$ cat config.mk
export PLATFORM = sky130hd
export DESIGN_NAME = mem_port_arbiter_flat
export DESIGN_NICKNAME = d
export VERILOG_FILES = /design/src/rtl/mem_port_arbiter_if.sv /design/src/rtl/mem_port_arbiter.sv /design/src/flat_wrapper.sv
export SDC_FILE = /design/constraint.sdc
export NUM_CORES = 1
export LEC_CHECK = 0
export CAP_MARGIN = 20
export CORE_AREA = 8 8 102 104
export DETAILED_ROUTE_END_ITERATION = 10
export DIE_AREA = 0 0 110 112
export DONT_BUFFER_PORTS = 1
export GPL_TIMING_DRIVEN = 0
export PLACE_DENSITY = 0.4
export SLEW_MARGIN = 20
export SYNTH_ARGS = -nofsm -noshare
export SYNTH_HDL_FRONTEND = slang
export SYNTH_SLANG_ARGS = --single-unit
$ cat constraint.sdc
create_clock -name clk -period 4.1 [get_ports clk]
set_input_delay 0.615 -clock clk [delete_from_list [all_inputs] [get_ports clk]]
set_output_delay 0.615 -clock clk [all_outputs]
set_load 0.005 [all_outputs]
$ cat src/rtl/mem_port_arbiter_if.sv
// Bundle of the fetch port, data port and single-port RAM command bus seen by
// mem_port_arbiter. The arbiter takes the slave view; requesters and RAM the master view.
interface mem_port_arbiter_if;
   logic        if_req;
   logic [31:0] if_addr;
   logic        if_ready;
   logic        if_rvalid;
   logic [31:0] if_rdata;
   logic        flush;

   logic        d_req;
   logic        d_we;
   logic [31:0] d_addr;
   logic [31:0] d_wdata;
   logic [3:0]  d_wstrb;
   logic        d_ready;
   logic        d_rvalid;
   logic [31:0] d_rdata;

   logic        mem_en;
   logic        mem_we;
   logic [31:0] mem_addr;
   logic [31:0] mem_wdata;
   logic [3:0]  mem_wstrb;
   logic [31:0] mem_rdata;

   logic        busy;

   modport slave (
      input  if_req, if_addr, flush,
      input  d_req, d_we, d_addr, d_wdata, d_wstrb,
      input  mem_rdata,
      output if_ready, if_rvalid, if_rdata,
      output d_ready, d_rvalid, d_rdata,
      output mem_en, mem_we, mem_addr, mem_wdata, mem_wstrb,
      output busy
   );

   modport master (
      output if_req, if_addr, flush,
      output d_req, d_we, d_addr, d_wdata, d_wstrb,
      output mem_rdata,
      input  if_ready, if_rvalid, if_rdata,
      input  d_ready, d_rvalid, d_rdata,
      input  mem_en, mem_we, mem_addr, mem_wdata, mem_wstrb,
      input  busy
   );
endinterface

$ cat src/rtl/mem_port_arbiter.sv
// Shares one fixed-latency single-port RAM between an instruction fetch port and a
// load/store port: data has priority, with a starvation guard and flush-kill for fetch.
module mem_port_arbiter #(
   parameter int unsigned MEM_LAT    = 2,
   parameter int unsigned STARVE_MAX = 4
) (
   input logic               clk,
   input logic               reset,
   mem_port_arbiter_if.slave bus
);
   typedef enum logic {IDLE, BUSY} state_t;
   typedef enum logic {OWN_FETCH, OWN_DATA} owner_t;

   localparam logic [2:0] LAT_INIT   = 3'(MEM_LAT - 1);
   localparam logic [3:0] STARVE_CAP = 4'(STARVE_MAX);

   state_t     state_q, state_d;
   owner_t     owner_q, owner_d;
   logic [2:0] cnt_q, cnt_d;
   logic [3:0] starve_q, starve_d;
   logic       kill_q, kill_d;
   logic       hold_q;

   logic resp;
   logic can_accept;
   logic fetch_active;
   logic grant_fetch;
   logic grant_data;
   logic resp_valid;

   // NOTE: every variable gets its default first so no path can infer a latch.
   always_comb begin
      state_d     = state_q;
      owner_d     = owner_q;
      cnt_d       = cnt_q;
      starve_d    = starve_q;
      kill_d      = kill_q;
      grant_fetch = 1'b0;
      grant_data  = 1'b0;

      resp         = (state_q == BUSY) && (cnt_q == 3'd0);
      // The cycle after reset is also blocked so every output stays low for it.
      can_accept   = !reset && !hold_q && ((state_q == IDLE) || resp);
      fetch_active = bus.if_req && !bus.flush;

      if (state_q == BUSY) begin
         if (cnt_q != 3'd0) cnt_d = cnt_q - 3'd1;
         if (bus.flush && (owner_q == OWN_FETCH)) kill_d = 1'b1;
         if (resp) state_d = IDLE;
      end

      if (can_accept) begin
         if (bus.d_req && fetch_active && (starve_q == STARVE_CAP)) grant_fetch = 1'b1;
         else if (bus.d_req)                                          grant_data  = 1'b1;
         else if (fetch_active)                                       grant_fetch = 1'b1;
      end

      if (grant_fetch || grant_data) begin
         state_d = BUSY;
         cnt_d   = LAT_INIT;
         owner_d = grant_fetch ? OWN_FETCH : OWN_DATA;
         kill_d  = 1'b0;
      end

      // Only data grants taken while fetch is waiting count towards starvation.
      if (grant_fetch)
         starve_d = 4'd0;
      else if (grant_data && bus.if_req && (starve_q != STARVE_CAP))
         starve_d = starve_q + 4'd1;
   end

   // NOTE: sequential state uses non-blocking assignments so all registers see pre-edge values.
   always_ff @(posedge clk) begin
      if (reset) begin
         state_q  <= IDLE;
         owner_q  <= OWN_FETCH;
         cnt_q    <= 3'd0;
         starve_q <= 4'd0;
         kill_q   <= 1'b0;
      end else begin
         state_q  <= state_d;
         owner_q  <= owner_d;
         cnt_q    <= cnt_d;
         starve_q <= starve_d;
         kill_q   <= kill_d;
      end
      hold_q <= reset;
   end

   assign resp_valid = resp && !reset;

   // A flush arriving in the response cycle still discards the fetch data.
   assign bus.if_rvalid = resp_valid && (owner_q == OWN_FETCH) && !kill_q && !bus.flush;
   assign bus.d_rvalid  = resp_valid && (owner_q == OWN_DATA);
   assign bus.if_rdata  = bus.if_rvalid ? bus.mem_rdata : 32'd0;
   assign bus.d_rdata   = bus.d_rvalid  ? bus.mem_rdata : 32'd0;

   assign bus.if_ready  = grant_fetch;
   assign bus.d_ready   = grant_data;

   assign bus.mem_en    = grant_fetch || grant_data;
   assign bus.mem_we    = grant_data && bus.d_we;
   assign bus.mem_addr  = grant_fetch ? bus.if_addr : (grant_data ? bus.d_addr : 32'd0);
   assign bus.mem_wdata = grant_data ? bus.d_wdata : 32'd0;
   assign bus.mem_wstrb = grant_data ? bus.d_wstrb : 4'd0;

   assign bus.busy      = (state_q == BUSY) && !reset;
endmodule

$ cat src/flat_wrapper.sv
// flat-port wrapper written by rule: the top's interface ports become plain ports
module mem_port_arbiter_flat 
#(
   parameter int unsigned MEM_LAT    = 2,
   parameter int unsigned STARVE_MAX = 4
)
  (clk, reset, bus_if_req, bus_if_addr, bus_flush, bus_d_req, bus_d_we, bus_d_addr, bus_d_wdata, bus_d_wstrb, bus_mem_rdata, bus_if_ready, bus_if_rvalid, bus_if_rdata, bus_d_ready, bus_d_rvalid, bus_d_rdata, bus_mem_en, bus_mem_we, bus_mem_addr, bus_mem_wdata, bus_mem_wstrb, bus_busy);
  mem_port_arbiter_if bus_i ();
  input logic clk;
  input logic reset;
  input wire logic [$bits(bus_i.if_req)-1:0] bus_if_req;
  input wire logic [$bits(bus_i.if_addr)-1:0] bus_if_addr;
  input wire logic [$bits(bus_i.flush)-1:0] bus_flush;
  input wire logic [$bits(bus_i.d_req)-1:0] bus_d_req;
  input wire logic [$bits(bus_i.d_we)-1:0] bus_d_we;
  input wire logic [$bits(bus_i.d_addr)-1:0] bus_d_addr;
  input wire logic [$bits(bus_i.d_wdata)-1:0] bus_d_wdata;
  input wire logic [$bits(bus_i.d_wstrb)-1:0] bus_d_wstrb;
  input wire logic [$bits(bus_i.mem_rdata)-1:0] bus_mem_rdata;
  output wire logic [$bits(bus_i.if_ready)-1:0] bus_if_ready;
  output wire logic [$bits(bus_i.if_rvalid)-1:0] bus_if_rvalid;
  output wire logic [$bits(bus_i.if_rdata)-1:0] bus_if_rdata;
  output wire logic [$bits(bus_i.d_ready)-1:0] bus_d_ready;
  output wire logic [$bits(bus_i.d_rvalid)-1:0] bus_d_rvalid;
  output wire logic [$bits(bus_i.d_rdata)-1:0] bus_d_rdata;
  output wire logic [$bits(bus_i.mem_en)-1:0] bus_mem_en;
  output wire logic [$bits(bus_i.mem_we)-1:0] bus_mem_we;
  output wire logic [$bits(bus_i.mem_addr)-1:0] bus_mem_addr;
  output wire logic [$bits(bus_i.mem_wdata)-1:0] bus_mem_wdata;
  output wire logic [$bits(bus_i.mem_wstrb)-1:0] bus_mem_wstrb;
  output wire logic [$bits(bus_i.busy)-1:0] bus_busy;
  assign bus_i.if_req = bus_if_req;
  assign bus_i.if_addr = bus_if_addr;
  assign bus_i.flush = bus_flush;
  assign bus_i.d_req = bus_d_req;
  assign bus_i.d_we = bus_d_we;
  assign bus_i.d_addr = bus_d_addr;
  assign bus_i.d_wdata = bus_d_wdata;
  assign bus_i.d_wstrb = bus_d_wstrb;
  assign bus_i.mem_rdata = bus_mem_rdata;
  assign bus_if_ready = bus_i.if_ready;
  assign bus_if_rvalid = bus_i.if_rvalid;
  assign bus_if_rdata = bus_i.if_rdata;
  assign bus_d_ready = bus_i.d_ready;
  assign bus_d_rvalid = bus_i.d_rvalid;
  assign bus_d_rdata = bus_i.d_rdata;
  assign bus_mem_en = bus_i.mem_en;
  assign bus_mem_we = bus_i.mem_we;
  assign bus_mem_addr = bus_i.mem_addr;
  assign bus_mem_wdata = bus_i.mem_wdata;
  assign bus_mem_wstrb = bus_i.mem_wstrb;
  assign bus_busy = bus_i.busy;
  mem_port_arbiter #(.MEM_LAT(MEM_LAT), .STARVE_MAX(STARVE_MAX)) u_core (.clk(clk), .reset(reset), .bus(bus_i));
endmodule
==> summary by stage, run 1 <==
CTS
TritonCTS built the clock tree. The clock insertion delay at the later pin of the skew report is 0.24 ns. The cell at the root of the clock tree is clkbuf_8. The count of hold buffers inserted by post-cts repair is 0. Clock-pin slew was measured on the worst setup and hold paths at 0.05 ns. The post-CTS resize count is 0. TritonCTS created 3 clock buffers. Post-CTS timing repair inserted 0 buffers for setup. The longest clock path from root to sink contains 2 buffers. The clock sink count is 11. In this run the number of H-tree levels came out at 1.

Timing
Setup repair after global routing left no endpoint under its margin. The final worst clock skew is 0.00198 ns. The measured slew at the worst slew-check pin is 1.04 ns. Final hold analysis gives a worst-case slack of 0.397 ns. The relative max-transition margin is 0.304. Setup violations remaining at the end of the flow were counted as 0. Adding up every negative setup slack in the final design gives 0 ns. The final count of hold timing violations came to 0. The worst path needs 3.04 ns of the cycle, external delays included.

Timing would allow up to 329 MHz. The final critical-path share of the clock period is 0.742. The number of slew-limit violations in the final report is 0.

Route
The number of optimization iterations in the first detailed-route pass is 4. The wire length per cell after detailed routing is 23.9 um. After detailed routing, the total wire length is 9210 um. Detailed routing inserted a total of 2,058 vias.

The total met3 wirelength after detailed routing is 1430 um. The violation count after the first detailed-routing iteration is 125. In the routed layout, each cell is associated on average with a via count of 5.35. The routed design uses 4660 um of met2 wire. For this run, design rule violations remaining after detail routing come to 0. The number of antenna-violating nets in the routed design is 0.

The highest layer touched by signal routing is met5. In the final routing, the length of wire on met1 measures 3050 um.

Worst setup path
The slowest stage of the critical path belongs to the cell a211oi_1. STA classifies the critical path startpoint as a flip-flop. The largest fanout on the critical path is 10.

The worst setup path category is flip-flop to primary output. The biggest cell delay along the critical path is 0.88 ns. Walking the worst path, the cells encountered are inv_1 -> ha_1 -> nand2b_1 -> a211oi_1 -> clkbuf_1 -> and3_1. The internal reg-to-reg setup slack is 1.87 ns.

The worst endpoint required time is 3.48 ns. The arrival time at the worst endpoint is 2.43 ns. The kind of end point of the critical path is a primary output.

Yosys
The most frequently used cell type in the post-synthesis netlist is and2_1. The share of async-settable or async-resettable flops after synthesis is 0. Counting flops and latches in the post-synthesis netlist gives 11.

The number of nets handed over by synthesis was 406. The share of the synthesized area in the top cell type is 0.242. Counting every instance in the synthesized netlist gives 264. The number of library cell types mapped by synthesis is 30.

By area the synthesized netlist is led by and2_1 (24%), a22oi_1 (14%), and3_1 (13%). The count of yosys warnings during synthesis is 0. Dividing the synthesized area by the synthesized cell count gives 6.56 sq um.

The cell area that synthesis handed to floorplanning was 1730 sq um. The register area share after synthesis is 0.127. The synthesized design contains 0 enable-type register cells.

The most used flip-flop cell after synthesis is dfxtp_1. The largest area contributor in the synthesized netlist is and2_1. Counting instances in the post-synthesis netlist gives the leading cell types as and2_1 (67), and3_1 (37), nor2_1 (36), a22oi_1 (32), clkbuf_1 (22).

Run
The number of maximum-capacitance violations is 0.

Finish
The sequential cells in the finished layout cover a total of 220 sq um. Summing all multi-input logic gate instances after layout gives 1360 sq um. Counting the fill cells in the layout gives 1,006. The signed area change from the synthesized netlist to the final layout is 11.5%.

In the final layout, the share of cells above drive strength 1 is 0.0410. The finished layout cell area is 1930 sq um. The final layout contains 411 nets.

Run status
The flow ran to the end, and the final reports show no timing, DRC or antenna violations.

Pwr
The switching fraction of total power is 0.343. The internal portion of the total power is 0.218 mW. The relative contribution of the clock network to total power is 0.341. The leakage power total is 0.822 nW. The part of the total power dissipated in sequential elements is 0.351.

The switching power summed over all nets is 0.114 mW. In this run the power density over the cells is 172 nW/um^2. The share of total power dissipated in combinational logic is 0.308. Across the VDD grid, the largest voltage drop is 93.7 uV.

Placed design
Summed over all nets, the half-perimeter wirelength after detailed placement is 8350 um. In this run the tool buffered the top-level ports with 0 buffer cells. The area after detailed placement is 1870 sq um. The congestion estimate from routability-driven global placement came to 0.751.

Worst hold path
The classification of the worst-slack hold path is primary input to flip-flop.

Die
The die is 110 um wide. The overall die area is 12,300 sq um. The number of top-level design ports is 277.

The starting density of the core is 0.195. The standard-cell row count is 35. The die is 112 um tall. The core region area is 8890 sq um.

GRT
For this run, the total global-route usage over all layers was measured as 0.130. Entering global routing, the biggest net connects 11 pins. The number of antenna violations at the first check in global routing is 9.

The number of global-route vias before repair is 1,992. The first-pass GRT wire length is 12,400 um. The total overflow left after global routing is 0.
## power by group through the flow
stage	clock (mW)	combinational [mW]	sequential, mW
after floorplan	0	0.0800	0.117
after global placement	0	0.102	0.119
after detailed placement	0	0.103	0.119
after CTS	0.117	0.104	0.116
after global routing	0.121	0.113	0.117
final	0.113	0.102	0.116
## path summary, 6_finish.rpt
check	start	to	depth (start not counted)
worst min register to register	u_core.cnt_q[0]	u_core.cnt_q[0]	1
worst max-delay path	u_core.cnt_q[0]	bus_mem_wstrb[0]	6
worst max register to register	u_core.cnt_q[0]	u_core.starve_q[3]	7
worst min-delay path	reset	u_core.hold_q	0
## state kept, by name, summed over array words and instances (netlist names)
signal / flops
u_core.starve_q: 4
u_core.cnt_q: 3
u_core.hold_q: 1
u_core.kill_q: 1
u_core.owner_q: 1
u_core.state_q: 1
## layout make-up
class | count | area share
well taps | 111 | 0.0719
inverters | 9 | 0.0175
diodes | 6 | 0.00777
plain buffers | 26 | 0.0628
clock buffers | 4 | 0.0233
flip-flops and latches | 11 | 0.114
multi-input cells | 218 | 0.703
## kinds of logic after synthesis
family	Yosys count	synth area share
AO/OA/AOI/OAI	51	0.212
adder cells (fa/ha/maj)	4	0.0289
buffers and inverters	35	0.0895
flip-flops	11	0.127
AND/OR/NAND/NOR	163	0.542
## metal layers
metal,global-route usage,vias to the layer above
met4,0.0135,6
li1,-,932
met5,0,-
met1,0.125,926
met3,0.0607,8
met2,0.246,186
## layout by cell type, fill, tap and decap left out, types with 2 or more instances in the layout
cell type,instances
buf_6,3
ha_1,4
dfxtp_1,11
nand2b_1,5
and2_1,67
a21oi_1,7
nor2b_1,2
a22oi_1,32
and3_1,37
a31oi_1,2
nor3_1,5
a211oi_1,3
nor2_1,36
clkbuf_8,3
diode_2,6
nand2_1,3
o32ai_1,2
inv_1,8
or3_1,3
clkbuf_1,23
## critical path: cells and delay by family, from the launching register on
kind | cells | cell delay [ns]
flops | 1 | 0.32
fa+ha+maj | 1 | 0.18
buf+inv | 2 | 0.43
compound gates | 1 | 0.88
simple gates | 2 | 0.36
## through the flow
stage	power, mW	cells	util	setup slack [ns]
CTS	0.337	379	0.216	1.05
global placement	0.221	375	0.211	1.27
global route	0.352	384	0.217	0.873
finish	0.331	385	0.217	1.06
detailed placement	0.222	375	0.211	1.20
floorplan	0.197	264	-	1.79
Note: power is estimated with default switching activity, not from simulation.
==> run 2, diff against run 1 <==
Settings changed: PLACE_DENSITY 0.4 to 0.41.
Clock period 4.1 ns to 2.6 ns, I/O delays scaled along.
==> run 2 against run 1 <==
Compared with the run above: register-to-register slack got worse by 1.2 ns; setup slack lost 0.89 ns; sequential share of layout area is 0.14 points lower; utilization is 0.27 points higher; largest cell class unchanged; critical path type unchanged; final cell count down 0.78%.
==> summary by stage, run 2 (synthesis results as in run 1) <==
Run status
The flow ran to the end, and the final reports show no timing, DRC or antenna violations.

Die
The core region area is 8890 sq um (unchanged). The die width is 110 um (unchanged). The standard-cell row count is 35 (unchanged). The die span in y is 112 um (unchanged). The overall die area is 12,300 sq um (unchanged). The number of top-level design ports came to 277 (unchanged).

The starting density of the core is 0.195 (unchanged).

Finish
The number of flip-flops in the largest register was 4 (unchanged). The layout net count is 409 (-0.49%). The layout cell share with drive strength beyond 1 was 0.0789 (+0.0379). From synthesis to final layout, the design area changed by 12.9%. In the final layout, the registers with the most flip-flops are u_core.starve_q (4), u_core.cnt_q (3). The register bank with the most flops is u_core.starve_q. The sequential cell area is 220 sq um (unchanged). The library cells used most frequently in the layout, excluding fill and tap cells, are and2_1 (67), and3_1 (37), nor2_1 (36). The most common cell after layout, fill and taps aside is and2_1. The end-of-flow core utilization is 0.220 (+0.00267). The final instance count without filler cells is 382 (-0.78%). The area of the multi-input gates is 1380 sq um (+1.8%). The number of filler instances in the final layout is 1,019 (+1.3%).

The finished layout cell area was 1960 sq um (+1.2%).

Placed design
The detailed placement HPWL was 8800 um (+5.4%). The post-placement cell count was 375 (unchanged). The number of port buffers is 0 (unchanged). The placer congestion estimate came to 0.767 (+2.2%).

The area after detailed placement is 1870 sq um (unchanged).

Timing
The final setup violation count is 0 (unchanged). The number of slew-limit violations in the final report is 0 (unchanged). Of the available clock period, the critical path in the final layout requires 0.933. The final worst clock skew came to 0.00312 ns (+0.00114 ns). Timing would allow up to 412 MHz.

The measured slew at the worst slew-check pin is 0.492 ns (-0.546 ns). The aggregate negative setup slack is 0 ns (unchanged). The final count of hold timing violations is 0 (unchanged). The time the worst path needs with I/O delays and setup is 2.43 ns.

The worst slack on hold paths is 0.174 ns (-0.223 ns). The relative max-transition margin is 0.672 (+0.368).

Worst setup path
The worst setup path category is flip-flop to primary output. The worst endpoint required time was 2.21 ns (-1.27 ns). The largest fanout on the critical path came to 10 (unchanged).

The reg-to-reg startpoint is u_core.cnt_q[0]. The arrival time at the worst endpoint is 2.04 ns (-0.39 ns). The most critical setup path has its startpoint at u_core.state_q.

The cell count of the worst reg-to-reg path is 6 (-1). The internal reg-to-reg setup slack is 0.70 ns (-1.17 ns). In this run the worst setup path terminates at bus_d_rdata[16]. STA classifies the critical path startpoint as a flip-flop. The kind of end point of the critical path is a primary output. The worst register-to-register path ends at u_core.starve_q[1].

Worst hold path
The path class of the tightest hold or removal check is primary input to flip-flop.

Pwr
The switching fraction of total power is 0.348 (+0.00462). The relative contribution of the clock network to total power was 0.340 (about the same). The areal power density over the cells is 271 nW/um^2 (+58%). The part of the total power dissipated in sequential elements is 0.348 (-0.003). The leakage power total is 0.845 nW (+2.8%). The maximum vdd ir drop came to 83.3 uV (-11%). The share of power burned in combinational logic is 0.313 (+0.005). The internal power contribution is 0.346 mW (+59%).

The switching power summed over all nets is 0.184 mW (+62%).

Route
The number of vias in the routed layout is 2,013 (-2.2%). The wire length per cell after detailed routing was 25.5 um (+6.8%). The total length of routed wires came to 9750 um (+5.9%).

The wire length on met2 was 5180 um (+11%). The post-route met1 wirelength is 3110 um (+1.8%). The violation count after the first detailed-routing iteration came to 102 (-18%).

The number of antenna-violating nets in the routed design is 0 (unchanged). The DRC violation count after routing came to 0 (unchanged). The highest metal layer used by the detailed router is met4. The total met3 wirelength after detailed routing is 1400 um (-2.0%). The via density per instance is 5.27 (-1.4%). The number of optimization iterations in the first detailed-route pass is 4 (unchanged).

CTS
The number of buffers added by the clock tree synthesis step is 3 (unchanged). The clock transition time at the flip-flop clock pins of the worst setup and hold paths is 0.05 ns (about the same). The post-CTS resize count is 4 (+4). The cell at the root of the clock tree is clkbuf_8.

The TritonCTS clock tree is done. The maximum root-to-sink buffer count is 2 (unchanged). The clock insertion delay at the later pin of the skew report is 0.24 ns (about the same). The setup fix buffers added after clock tree synthesis is 0 (unchanged).

The count of H-tree levels built during CTS is 1 (unchanged). The clock sink count is 11 (unchanged). The count of hold buffers inserted by post-cts repair came to 0 (unchanged).

GRT
The residual overflow from global routing is 0 (unchanged). The number of global-route vias before repair is 2,038 (+2.3%). The first-pass GRT wire length is 13,200 um (+6.3%).

The number of antenna violations at the first check in global routing is 5 (-4). The combined global-route utilization of all metal layers is 0.141 (+0.0112). The pin count of the biggest net entering global routing is 11 (unchanged).

Run
The number of maximum-capacitance violations was 0 (unchanged).
[run 2: metal layers]
metal,global-route usage,vias to the layer above
li1,-,920
met5,0,-
met1,0.132,913
met3,0.0491,4
met4,0.0297,0
met2,0.277,176
[run 2: through the flow]
stage | power [mW] | setup WS, ns
floorplan | 0.311 | 0.617
global placement | 0.348 | 0.00319
detailed placement | 0.351 | -0.000374
CTS | 0.536 | 0.0132
global route | 0.568 | -0.00653
finish | 0.530 | 0.173
[run 2: area by class of cell]
class,instances,area share
Multi-Input combinational cell,218,0.707
Buffer,24,0.0627
Clock buffer,4,0.0230
Tap cell,111,0.0710
Inverter,9,0.0173
Antenna cell,5,0.00640
Sequential cell,11,0.113
[run 2: power groups by stage]
stage	sequential, mW	combinational, mW	clock [mW]
6_report	0.184	0.166	0.180
5_1_grt	0.186	0.186	0.196
4_1_cts	0.184	0.166	0.187
3_5_place_dp	0.187	0.165	0
3_3_place_gp	0.187	0.162	0
2_1_floorplan	0.185	0.126	0
[run 2: how the worst min path moves through the flow]
stage | startpoint | to | slack [ns] | cells after the start
final | reset | u_core.hold_q | 0.17 | 0
after global routing | reset | u_core.hold_q | 0.16 | 0
after CTS | reset | u_core.hold_q | 0.17 | 0
after detailed placement | reset | u_core.hold_q | 0.42 | 0
after global placement | reset | u_core.hold_q | 0.42 | 0
after floorplan | reset | u_core.hold_q | 0.42 | 0
[run 2: worst max-delay path, stage by stage, from the launching register on]
cell and delay, ns:
dfxtp_1 0.46, inv_2 0.07, or4b_4 0.55, nor2_2 0.22
clkbuf_1 0.27, and2_1 0.22
==> run 3, diff against run 2 <==
Settings changed: PLACE_DENSITY 0.41 to 0.4.
Clock period 2.6 ns to 2.3 ns, I/O delays scaled along.
==> run 3 against run 2 <==
Compared with the run above: clock-buffer cell count stayed put; via count is 5.3% higher; clock power is 11% higher; critical path type unchanged; largest power group is now combinational logic; utilization is 2.5 points higher; hold slack worse by 0.047 ns; total power is 17% higher; final area is 11% higher; die area stayed put; critical endpoint is now bus_if_rdata[12].
==> summary by stage, run 3 (synthesis results as in run 1) <==
Die
The standard-cell row count is 35 (unchanged). The starting density of the core is 0.195 (unchanged). The overall die area is 12,300 sq um (unchanged).

The number of top-level design ports came to 277 (unchanged). The die span in y came to 112 um (unchanged). The die width is 110 um (unchanged).

The core region area came to 8890 sq um (unchanged).

Route
The via density per instance is 5.36 (+1.8%). The number of vias in the routed layout came to 2,119 (+5.3%). The total length of routed wires was 9610 um (-1.5%). The violation count after the first detailed-routing iteration is 93 (-8.8%). The number of optimization iterations in the first detailed-route pass is 4 (unchanged). The number of antenna-violating nets in the routed design came to 0 (unchanged). The wire length per cell after detailed routing is 24.3 um (-4.7%). The DRC violation count after routing is 0 (unchanged).

CTS
The number of buffers added by the clock tree synthesis step is 3 (unchanged). The count of H-tree levels built during CTS is 1 (unchanged). The clock transition time at the flip-flop clock pins of the worst setup and hold paths is 0.05 ns (about the same). The clock insertion delay at the later pin of the skew report is 0.24 ns (about the same). The count of hold buffers inserted by post-cts repair is 0 (unchanged). The TritonCTS clock tree is done. The clock sink count is 11 (unchanged).

Clock tree synthesis selected as its root buffer the cell clkbuf_8. The maximum root-to-sink buffer count was 2 (unchanged).

Worst hold path
The launch point of the worst hold path is reset. The min-delay analysis places its worst path in the category primary input to flip-flop.

Finish
The sequential cell area was 225 sq um (+2.3%). The largest registers in the layout are u_core.starve_q (4), u_core.cnt_q (3). The register bank with the most flops is u_core.starve_q. The layout net count came to 420 (+2.7%).

Leaving out fill and tap cells, the most frequent cells in the layout are and2_1 (38), and3_1 (37), nor2_1 (34). The layout cell share with drive strength beyond 1 came to 0.267 (+0.188). The area of the multi-input gates was 1490 sq um (+7.4%).

The number of flip-flops in the largest register was 4 (unchanged). The most common cell after layout, fill and taps aside is and2_1. The number of filler instances in the final layout came to 984 (-3.4%). The signed area change from the synthesized netlist to the final layout is 25.5%.

Placed design
The worst slack at placement came to -0.218 ns (-0.218 ns). The placer congestion estimate is 0.751 (-2.2%). The detailed placement HPWL is 8350 um (-5.1%). The number of port buffers is 0 (unchanged).

Run status
The run finished with clean final reports.

Worst setup path
Following the worst setup path forward leads to its endpoint at bus_if_rdata[12]. The worst endpoint required time came to 1.96 ns (-0.25 ns). The cell count of the worst reg-to-reg path is 6 (unchanged). The internal reg-to-reg setup slack is 0.55 ns (-0.15 ns). STA classifies the critical path startpoint as a flip-flop. Tracing the worst setup path back leads to its startpoint at u_core.cnt_q[0]. The largest fanout on the critical path is 5 (-5). The worst setup path is of the flip-flop to primary output kind. In this run the critical register-to-register path is captured at u_core.starve_q[2]. STA classifies the critical path endpoint as a primary output. The arrival time at the worst endpoint is 1.90 ns (-0.14 ns). The reg-to-reg startpoint is u_core.cnt_q[0].

Timing
The aggregate negative setup slack is 0 ns (unchanged). The final critical-path share of the clock period is 0.977. The worst setup margin came to 0.0526 ns (-0.120 ns).

The number of slew-limit violations in the final report is 0 (unchanged). The fmax is 445 MHz. The final count of hold timing violations came to 0 (unchanged).

The worst slack on hold paths came to 0.127 ns (-0.0470 ns). The relative max-transition margin is 0.677 (+0.00471). The worst path needs 2.25 ns of the cycle, external delays included. The final worst clock skew came to 0.00305 ns (-0.0000789 ns). Setup repair after global routing could not meet its margin everywhere. The measured slew at the worst slew-check pin is 0.485 ns (-0.00707 ns). The final setup violation count was 0 (unchanged).

GRT
The residual overflow from global routing came to 0 (unchanged). The number of global-route vias before repair is 2,099 (+3.0%). The combined global-route utilization of all metal layers is 0.136 (-0.00499). The first-pass GRT wire length is 13,000 um (-1.1%).

The pin count of the biggest net entering global routing is 11 (unchanged). The number of antenna violations at the first check in global routing is 9 (+4).

Pwr
The overall power after layout came to 0.621 mW (+17%). The leakage power total is 0.965 nW (+14%). The maximum vdd ir drop is 170 uV (+100%). The areal power density over the cells came to 286 nW/um^2 (+5.4%).

Run
The number of maximum-capacitance violations is 0 (unchanged).
[run 3: repair_timing]
| action | CTS | global route |
|---|---|---|
| setup buffers | 4 | 3 |
| pin swaps | 32 | 3 |
| cloned | 4 | 0 |
| resized for setup | 59 | 17 |
| endpoints found under the setup margin | 122 | 112 |
[run 3: worst min-delay path by stage]
stage                          to  slack (ns)  cells past startpoint
floorplan           u_core.hold_q        0.37                      0
global placement    u_core.hold_q        0.37                      0
detailed placement  u_core.hold_q        0.37                      0
CTS                 u_core.hold_q        0.12                      0
global route        u_core.hold_q        0.12                      0
finish              u_core.hold_q        0.13                      0
[run 3: per-layer routing]
| layer | global-route usage | wire length, um | vias up |
|---|---|---|---|
| met1 | 0.129 | 3110 | 968 |
| li1 | - | - | 948 |
| met5 | 0 | 26 | - |
| met3 | 0.0607 | 1450 | 6 |
| met2 | 0.263 | 4990 | 193 |
| met4 | 0.0135 | 30 | 4 |
[run 3: report_power, final]
part | leakage (nW) | internal [mW] | switching, mW
logic | 0.851 | 0.0897 | 0.123
clock network | 0.0228 | 0.122 | 0.0773
registers | 0.0908 | 0.199 | 0.00963
[run 3: metrics by stage]
step	utilization	instances	cell area, sq um
after floorplan	-	264	1730
after global placement	0.211	375	1870
after detailed placement	0.211	375	1870
after CTS	0.238	385	2120
after global routing	0.244	393	2170
final	0.245	395	2170
[run 3: final cells by class]
type                    instances  share of cell area
plain buffers                  24              0.0604
well taps                     111              0.0639
repair buffers                 11              0.0449
multi-input cells             218               0.683
flip-flops and latches         11               0.104
inverters                       9              0.0155
diodes                          7             0.00806
clock buffers                   4              0.0207
[run 3: worst max-delay path: stages (launching register included)]
cell and delay [ns]:
dfxtp_2 0.32, inv_2 0.07, ha_4 0.13, or4b_4 0.49, nor4_4 0.21, buf_6 0.18
buf_6 0.12, and2_4 0.14
